===== src/rtl/pwm_update_sequencer.sv =====
// Shares the single PWM_UNIT configuration port between NUM_REQ requesters.
// Accepted updates are shadowed and applied only on a PWM period boundary; also sequences start and graceful stop.
module pwm_update_sequencer #(
  parameter int unsigned WIDTH   = 8,
  parameter int unsigned NUM_REQ = 4
) (
  input  logic                       pwm_clk,
  input  logic                       pwm_reset,
  input  logic                       enable,
  input  logic [NUM_REQ-1:0]         req_valid,
  input  logic [NUM_REQ*WIDTH-1:0]   req_value,
  input  logic [NUM_REQ*WIDTH-1:0]   req_range,
  output logic [NUM_REQ-1:0]         req_ready,
  input  logic                       pwm_period,
  output logic [WIDTH-1:0]           pwm_value,
  output logic [WIDTH-1:0]           pwm_range,
  output logic                       pwm_en,
  output logic                       busy,
  output logic                       err_clamp
);

  localparam int unsigned PTR_W = (NUM_REQ > 1) ? $clog2(NUM_REQ) : 1;
  localparam logic [PTR_W-1:0] LAST_IDX = PTR_W'(NUM_REQ - 1);

  typedef enum logic [1:0] {
    S_OFF  = 2'd0,
    S_RUN  = 2'd1,
    S_PEND = 2'd2,
    S_STOP = 2'd3
  } state_t;

  state_t            state_q, state_d;
  logic [PTR_W-1:0]  ptr_q, ptr_d;
  logic [WIDTH-1:0]  pwm_value_q, pwm_value_d;
  logic [WIDTH-1:0]  pwm_range_q, pwm_range_d;
  logic [WIDTH-1:0]  shadow_value_q, shadow_value_d;
  logic [WIDTH-1:0]  shadow_range_q, shadow_range_d;
  logic              pwm_en_q, pwm_en_d;
  logic              busy_q, busy_d;
  logic              err_q, err_d;

  logic              grant_ok;
  logic              gnt_valid;
  logic [PTR_W-1:0]  gnt_idx;
  logic [WIDTH-1:0]  sel_value;
  logic [WIDTH-1:0]  sel_range;
  logic              over_range;
  logic [WIDTH-1:0]  clamp_value;

  // Kept outside the FSM process so the arbiter does not form a combinational loop with it.
  assign grant_ok = enable && ((state_q == S_OFF) || (state_q == S_RUN));

  always_comb begin
    int unsigned idx;
    idx       = 0;
    gnt_valid = 1'b0;
    gnt_idx   = '0;
    req_ready = '0;
    sel_value = '0;
    sel_range = '0;
    if (grant_ok) begin
      for (int unsigned k = 0; k < NUM_REQ; k++) begin
        idx = (32'(ptr_q) + k) % NUM_REQ;
        if (!gnt_valid && req_valid[idx[PTR_W-1:0]]) begin
          gnt_valid = 1'b1;
          gnt_idx   = idx[PTR_W-1:0];
        end
      end
    end
    for (int unsigned k = 0; k < NUM_REQ; k++) begin
      if (gnt_valid && (gnt_idx == PTR_W'(k))) begin
        req_ready[k] = 1'b1;
        sel_value    = req_value[k*WIDTH +: WIDTH];
        sel_range    = req_range[k*WIDTH +: WIDTH];
      end
    end
  end

  assign over_range  = sel_value > sel_range;
  assign clamp_value = over_range ? sel_range : sel_value;

  always_comb begin
    state_d        = state_q;
    ptr_d          = ptr_q;
    pwm_value_d    = pwm_value_q;
    pwm_range_d    = pwm_range_q;
    pwm_en_d       = pwm_en_q;
    shadow_value_d = shadow_value_q;
    shadow_range_d = shadow_range_q;
    err_d          = gnt_valid && over_range;

    if (gnt_valid) begin
      ptr_d = (gnt_idx == LAST_IDX) ? '0 : gnt_idx + 1'b1;
    end

    case (state_q)
      S_OFF: begin
        if (gnt_valid) begin
          pwm_value_d = clamp_value;
          pwm_range_d = sel_range;
          pwm_en_d    = 1'b1;
          state_d     = S_RUN;
        end
      end
      S_RUN: begin
        if (!enable) begin
          state_d = S_STOP;
        end else if (gnt_valid) begin
          shadow_value_d = clamp_value;
          shadow_range_d = sel_range;
          state_d        = S_PEND;
        end
      end
      S_PEND: begin
        // A stop coinciding with the boundary wins; the pending update is dropped.
        if (!enable) begin
          state_d = S_STOP;
        end else if (pwm_period) begin
          pwm_value_d = shadow_value_q;
          pwm_range_d = shadow_range_q;
          state_d     = S_RUN;
        end
      end
      S_STOP: begin
        if (enable) begin
          state_d = S_RUN;
        end else if (pwm_period) begin
          pwm_en_d = 1'b0;
          state_d  = S_OFF;
        end
      end
      default: state_d = S_OFF;
    endcase

    busy_d = (state_d == S_PEND) || (state_d == S_STOP);
  end

  always_ff @(posedge pwm_clk or negedge pwm_reset) begin
    if (!pwm_reset) begin
      state_q        <= S_OFF;
      ptr_q          <= '0;
      pwm_value_q    <= '0;
      pwm_range_q    <= '0;
      pwm_en_q       <= 1'b0;
      shadow_value_q <= '0;
      shadow_range_q <= '0;
      busy_q         <= 1'b0;
      err_q          <= 1'b0;
    end else begin
      state_q        <= state_d;
      ptr_q          <= ptr_d;
      pwm_value_q    <= pwm_value_d;
      pwm_range_q    <= pwm_range_d;
      pwm_en_q       <= pwm_en_d;
      shadow_value_q <= shadow_value_d;
      shadow_range_q <= shadow_range_d;
      busy_q         <= busy_d;
      err_q          <= err_d;
    end
  end

  assign pwm_value = pwm_value_q;
  assign pwm_range = pwm_range_q;
  assign pwm_en    = pwm_en_q;
  assign busy      = busy_q;
  assign err_clamp = err_q;

endmodule


===== config.mk =====
export PLATFORM = sky130hd
export DESIGN_NAME = pwm_update_sequencer
export DESIGN_NICKNAME = d
export VERILOG_FILES = /design/src/rtl/pwm_update_sequencer.sv
export SDC_FILE = /design/constraint.sdc
export NUM_CORES = 1
export LEC_CHECK = 0
export BUFFER_PORTS_ARGS = -buffer_cell sky130_fd_sc_hd__buf_2
export CAP_MARGIN = 20
export CORE_ASPECT_RATIO = 0.7
export CORE_MARGIN = 5
export CORE_UTILIZATION = 25
export CTS_CLUSTER_DIAMETER = 50
export CTS_CLUSTER_SIZE = 16
export DETAILED_ROUTE_END_ITERATION = 6
export SLEW_MARGIN = 40
export SYNTH_ARGS = -nofsm -noshare
export SYNTH_HDL_FRONTEND = slang
export SYNTH_SLANG_ARGS = --single-unit

===== constraint.sdc =====
create_clock -name pwm_clk -period 5.1 [get_ports pwm_clk]
set_input_delay 0.765 -clock pwm_clk [delete_from_list [all_inputs] [get_ports pwm_clk]]
set_output_delay 0.765 -clock pwm_clk [all_outputs]
set_load 0.03 [all_outputs]

After elaboration in Yosys (flattened, before gate mapping)
Cells that the tools add are included.
{"block": "totals", "register_bits": 39, "inputBits": 72, "word_cells": 107}
{"block": "classes", "n_addsub": 4, "n_lt_le_gt_ge": 5, "n_eq_ne": 13, "mux": 55, "reduce_logical": 21}
{"operator": "$mux 8", "n": 15}
{"operator": "$pmux 8 s2", "n": 2}
{"operator": "$mux 2", "n": 13}
{"operator": "$mux 1", "n": 19}
{"operator": "$eq 2x2->1 const B", "n": 6}
{"operator": "$lt 2x3->1 const B", "n": 4}
{"operator": "$ne 2x2->1 const B", "n": 5}
{"operator": "$logic_and 1x1->1", "n": 9}
{"operator": "$bmux 1 s2", "n": 4}
{"operator": "$gt 8x8->1", "n": 1}
{"operator": "$pmux 2 s4", "n": 1}
{"operator": "$reduce_and 4->1", "n": 2}
{"operator": "$add 2x1->2 const B", "n": 2}
{"operator": "$add 2x2->2 const B", "n": 2}
{"operator": "$eq 2x1->1 const B", "n": 2}
{"operator": "$logic_not 2->1", "n": 2}
{"operator": "$reduce_bool 2->1", "n": 2}
{"operator": "$logic_not 1->1", "n": 3}
{"operator": "$reduce_and 3->1", "n": 1}
{"operator": "$logic_or 1x1->1", "n": 2}
{"operator": "$pmux 1 s2", "n": 1}

Longest topological paths before layout
{"block": "logic_depth", "depth_word": 26, "ltp_mapped": 22, "depth_no_buf": 16}

Worst setup path before layout
No wires, ideal clock.
{"block": "synth_path", "path_kind": "input -> register", "from": "input port req_valid[0]", "to": "register pwm_value_q[7] (netlist: pwm_value[7])", "setup_ns": 0.082, "arrival_time_ns": 4.559, "slack_ns": 0.460, "cell_stages": 19, "cell_sequence": "or4_4 > and2_1 > buf_4 > o211ai_1 > inv_1 > ha_1 > buf_2 > buf_2 > a22o_1 > a211oi_1 > inv_1 > ha_1 > a21o_1 > a21oi_1 > and3_1 > buf_1 > clkbuf_1 > o21ai_0 > a31oi_1"}
{"block": "synth_between", "elab_chain_len": 26, "word_cells_on_any_way": 49}
{"element": "start: declaration", "line": "10", "rtl": "input logic [NUM_REQ-1:0] req_valid,"}
{"element": "$bmux 1 s2", "line": "64", "rtl": "if (!gnt_valid && req_valid[idx[PTR_W-1:0]]) begin"}
{"element": "$mux 1 (implied by the code)", "line": "64"}
{"element": "$mux 1", "line": "64"}
{"element": "$mux 1", "line": "61", "rtl": "if (grant_ok) begin"}
{"element": "$logic_not 1->1", "line": "64"}
{"element": "$logic_and 1x1->1", "line": "64"}
{"element": "$mux 1", "line": "64"}
{"element": "$mux 1", "line": "61"}
{"element": "[... 7 more ...]"}
{"element": "$mux 2", "line": "61"}
{"element": "$logic_not 2->1", "line": "71", "rtl": "if (gnt_valid && (gnt_idx == PTR_W'(k))) begin"}
{"element": "$logic_and 1x1->1", "line": "71"}
{"element": "$mux 8 (4 in a row)", "line": "71"}
{"element": "$gt 8x8->1", "line": "79", "rtl": "assign over_range = sel_value > sel_range;"}
{"element": "$mux 8", "line": "80", "rtl": "assign clamp_value = over_range ? sel_range : sel_value;"}
{"element": "$mux 8", "line": "98", "rtl": "if (gnt_valid) begin"}
{"element": "$pmux 8 s2", "line": "96", "rtl": "case (state_q)"}
{"element": "end signal: assignment", "line": "152", "rtl": "pwm_value_q <= pwm_value_d;"}
{"element": "end: declaration", "line": "34", "rtl": "logic [WIDTH-1:0] pwm_value_q, pwm_value_d;"}
Several ways; a longest one is shown, not always the timed one. The select of a mux whose other input is x is not followed.
A chain may end at the register's enable or synchronous reset.

Worst setup path in the final report
{"block": "layout_path", "from": "input port req_valid[0]", "to": "register shadow_value_q[0]"}
{"block": "layout_between", "elab_chain_len": 24, "word_cells_on_any_way": 46}
{"element": "$bmux 1 s2", "line": "64"}
{"element": "$mux 1 (implied by the code)", "line": "64"}
{"element": "$mux 1", "line": "64"}
{"element": "$mux 1", "line": "61"}
{"element": "$logic_not 1->1", "line": "64"}
{"element": "$logic_and 1x1->1", "line": "64"}
{"element": "$mux 1", "line": "64"}
{"element": "$mux 1", "line": "61"}
{"element": "[... 5 more ...]"}
{"element": "$logic_and 1x1->1", "line": "64"}
{"element": "$mux 2", "line": "64"}
{"element": "$mux 2", "line": "61"}
{"element": "$logic_not 2->1", "line": "71"}
{"element": "$logic_and 1x1->1", "line": "71"}
{"element": "$mux 8 (4 in a row)", "line": "71"}
{"element": "$gt 8x8->1", "line": "79"}
{"element": "$mux 8", "line": "80"}
{"element": "end signal: assignment", "line": "155", "rtl": "shadow_value_q <= shadow_value_d;"}
{"element": "end: declaration", "line": "36", "rtl": "logic [WIDTH-1:0] shadow_value_q, shadow_value_d;"}
Several ways; a longest one is shown, not always the timed one. The select of a mux whose other input is x is not followed.

==> qor.yml <==
syn_inst: 367
dr.pass1.iters: 5
wl_per_cell_um: 16.7
path_cells: "buf_2, or4_4, and2_1, o211ai_1, inv_1, ha_1, or2_2, buf_4, a21oi_1, a211oi_1, buf_4, inv_1, ha_1, a21o_1, a21oi_1, nand3_1, a211o_1, o211ai_1"
postRouteAntennaNets: 0
ir_worst_vdd_mv: 0.257
drv_slew: 0
final.setup.worst_slack_ns: 0.239
crit_required_ns: 5.29
synth_edf_count: 0
leakagePower_nw: 1.73
layout_commonest_cell: "buf_2"
cts_tree: "built"
synthDistinctLibCells: 50
fp.coreArea_um2: 11600
synth.net_count: 451
maxCapViolations: 0
path_class: "input pin to flip-flop"
fin_worst_skew_ns: 0.00341
synth_top_cell_by_area: "dfrtp_1"
cp_num_buf_inv: 5
portBuffers: 94
die_y_um: 101
clock-root-buffer: "clkbuf_16"
grt_use_met1_pct: 22.3
dp_slack_ns: 0.0396
finalCriticalPeriod_ns: 4.86
hold_viol: 0
die_area_um2: 14100
rows: 33
synth_seq_cells: 39
htreeDepth: 2
clock_latency_ns: 0.28
drtIter0Drc: 300
clock_sinks: 39
finalSetupViolCount: 0
mostFrequentLayoutCells: "buf_2 (93), nand2_1 (43), dfrtp_1 (39), a21oi_1 (27), o21ai_0 (27)"
synth_top_area_share_pct: 33.0
ys.warnings.count: 0
cts_buffer_depth: 2
rsz0062_at_grt: "no"
avgSynthCellArea_um2: 8.05
slew_headroom_pct: 50.5
n_antenna_cell: 0
status: "completed"
synth_area_um2: 2950
vias: 3131
slowest_delay_ns: 0.53
hold_buffers: 0
cts_resized: 0
critical_path_arrival_ns: 5.05
synth_ff_type: "dfrtp_1"
first_global_vias: 3061
antenna_found_initial: 0
grt-busiest-layer: "met1"
grt_first_pass_wirelength_um: 16600
startpoint_type: "input pin"
syn2layout_area_growth_pct: 26.1
post_cts_buffers: 0
track_usage_pct: 14.5
ys_top_cells_by_area: "dfrtp_1 (33%), nand2_1 (5.5%), ha_1 (5.1%)"
fin_crit_sh_pct: 95.3
fin_hold_ws_ns: 0.468
hpwlAfterDp_um: 7810
async_flop_share_pct: 100
crit_path_top_delay_cell: "or4_4"
die_x_um: 140
max_freq_ghz: 0.206
via_per_inst: 5.12
grt_use_met2_pct: 20.7
grt_remaining_overflow: 0
p_per_area_nw_per_um2: 554
hp-class: "input pin to async pin"
critPathTopFamily: "simple AND/OR/NAND/NOR gates"
numCtsBuffers: 5
worst_pin_slew_ns: 0.742
initial_core_util_pct: 25.4
placed_cell_area_um2: 3580
seq_area_frac_synth_pct: 33.0
grt_max_degree: 40
ios: 95
fin_area_um2: 3730
cts.clk_slew.worst_paths_ns: 0.06
drive_above_1_share_pct: 28.6
fin_nets: 538
met3_usage_pct: 3.32
gp_congestion: 0.876
cp_max_fo: 16
finalWirelength_um: 10200
cp-end-kind: "flip-flop"
drc: 0
[per-stage QoR]
stage	TNS (ns)	std cells	power [mW]	utilization, %
final	0	612	2.06	32.0
after global placement	-0.0963	604	1.72	30.7
after floorplan	0	367	1.40	-
after global routing	0	612	2.22	32.0
after detailed placement	0	604	1.76	30.8
after CTS	0	612	2.06	31.9
[worst paths after layout]
kind	from	to	slack (ns)	cells after the start
max in group asynchronous	pwm_reset	state_q[1]	4.26	1
min	pwm_reset	pwm_range[4]	0.47	1
min reg2reg	pwm_range[3]	pwm_range[3]	0.47	2
min in group pwm_clk	pwm_range[3]	pwm_range[3]	0.47	2
max reg2reg	state_q[1]	shadow_value_q[0]	0.52	15
max	req_valid[0]	shadow_value_q[0]	0.24	18
[area by class of cell]
cell class,instances,area (um^2)
Multi-Input combinational cell,279,1740
Inverter,17,63.8
Clock buffer,7,133
Fill cell,1261,7920
Clock inverter,1,5.00
Timing Repair Buffer,112,608
Sequential cell,39,976
Tap cell,157,196
[logic make-up after synthesis]
kind of cell,share of synthesized area [%]
mux,0.339
fa+ha+maj,5.08
compound gates,26.3
buf+inv,8.34
simple gates,26.9
flops,33.0
[where the power goes]
part | internal (mW) | leakage, nW | switching, mW
registers | 0.434 | 0.519 | 0.0963
logic | 0.385 | 1.14 | 0.849
clock network | 0.181 | 0.0679 | 0.118
[layer usage]
metal | vias up | part of all wire, %
met3 | 11 | 7.5
met4 | 0 | 0.97
met5 | - | 0
met1 | 1455 | 51
met2 | 148 | 41
li1 | 1517 | -
[registers in the layout, summed over array words and instances (netlist names)]
register and cells:
pwm_en 1, pwm_range 8, shadow_value_q 8, state_q 2, err_clamp 1, busy 1
shadow_range_q 8, ptr_q 2, pwm_value 8
[cell usage after synthesis (7+ instances only)]
cell,instances
a31oi_1,9
o21ai_0,27
a211oi_1,8
dfrtp_1,39
a21oi_1,28
nand3_1,19
nor2_1,15
or3_1,8
buf_2,11
and3_1,7
ha_1,12
nor2b_1,13
nand2_1,43
nor3b_1,8
a221oi_1,7
clkbuf_1,12
inv_1,17
o211ai_1,13
Note: power is estimated with default switching activity, not from simulation.
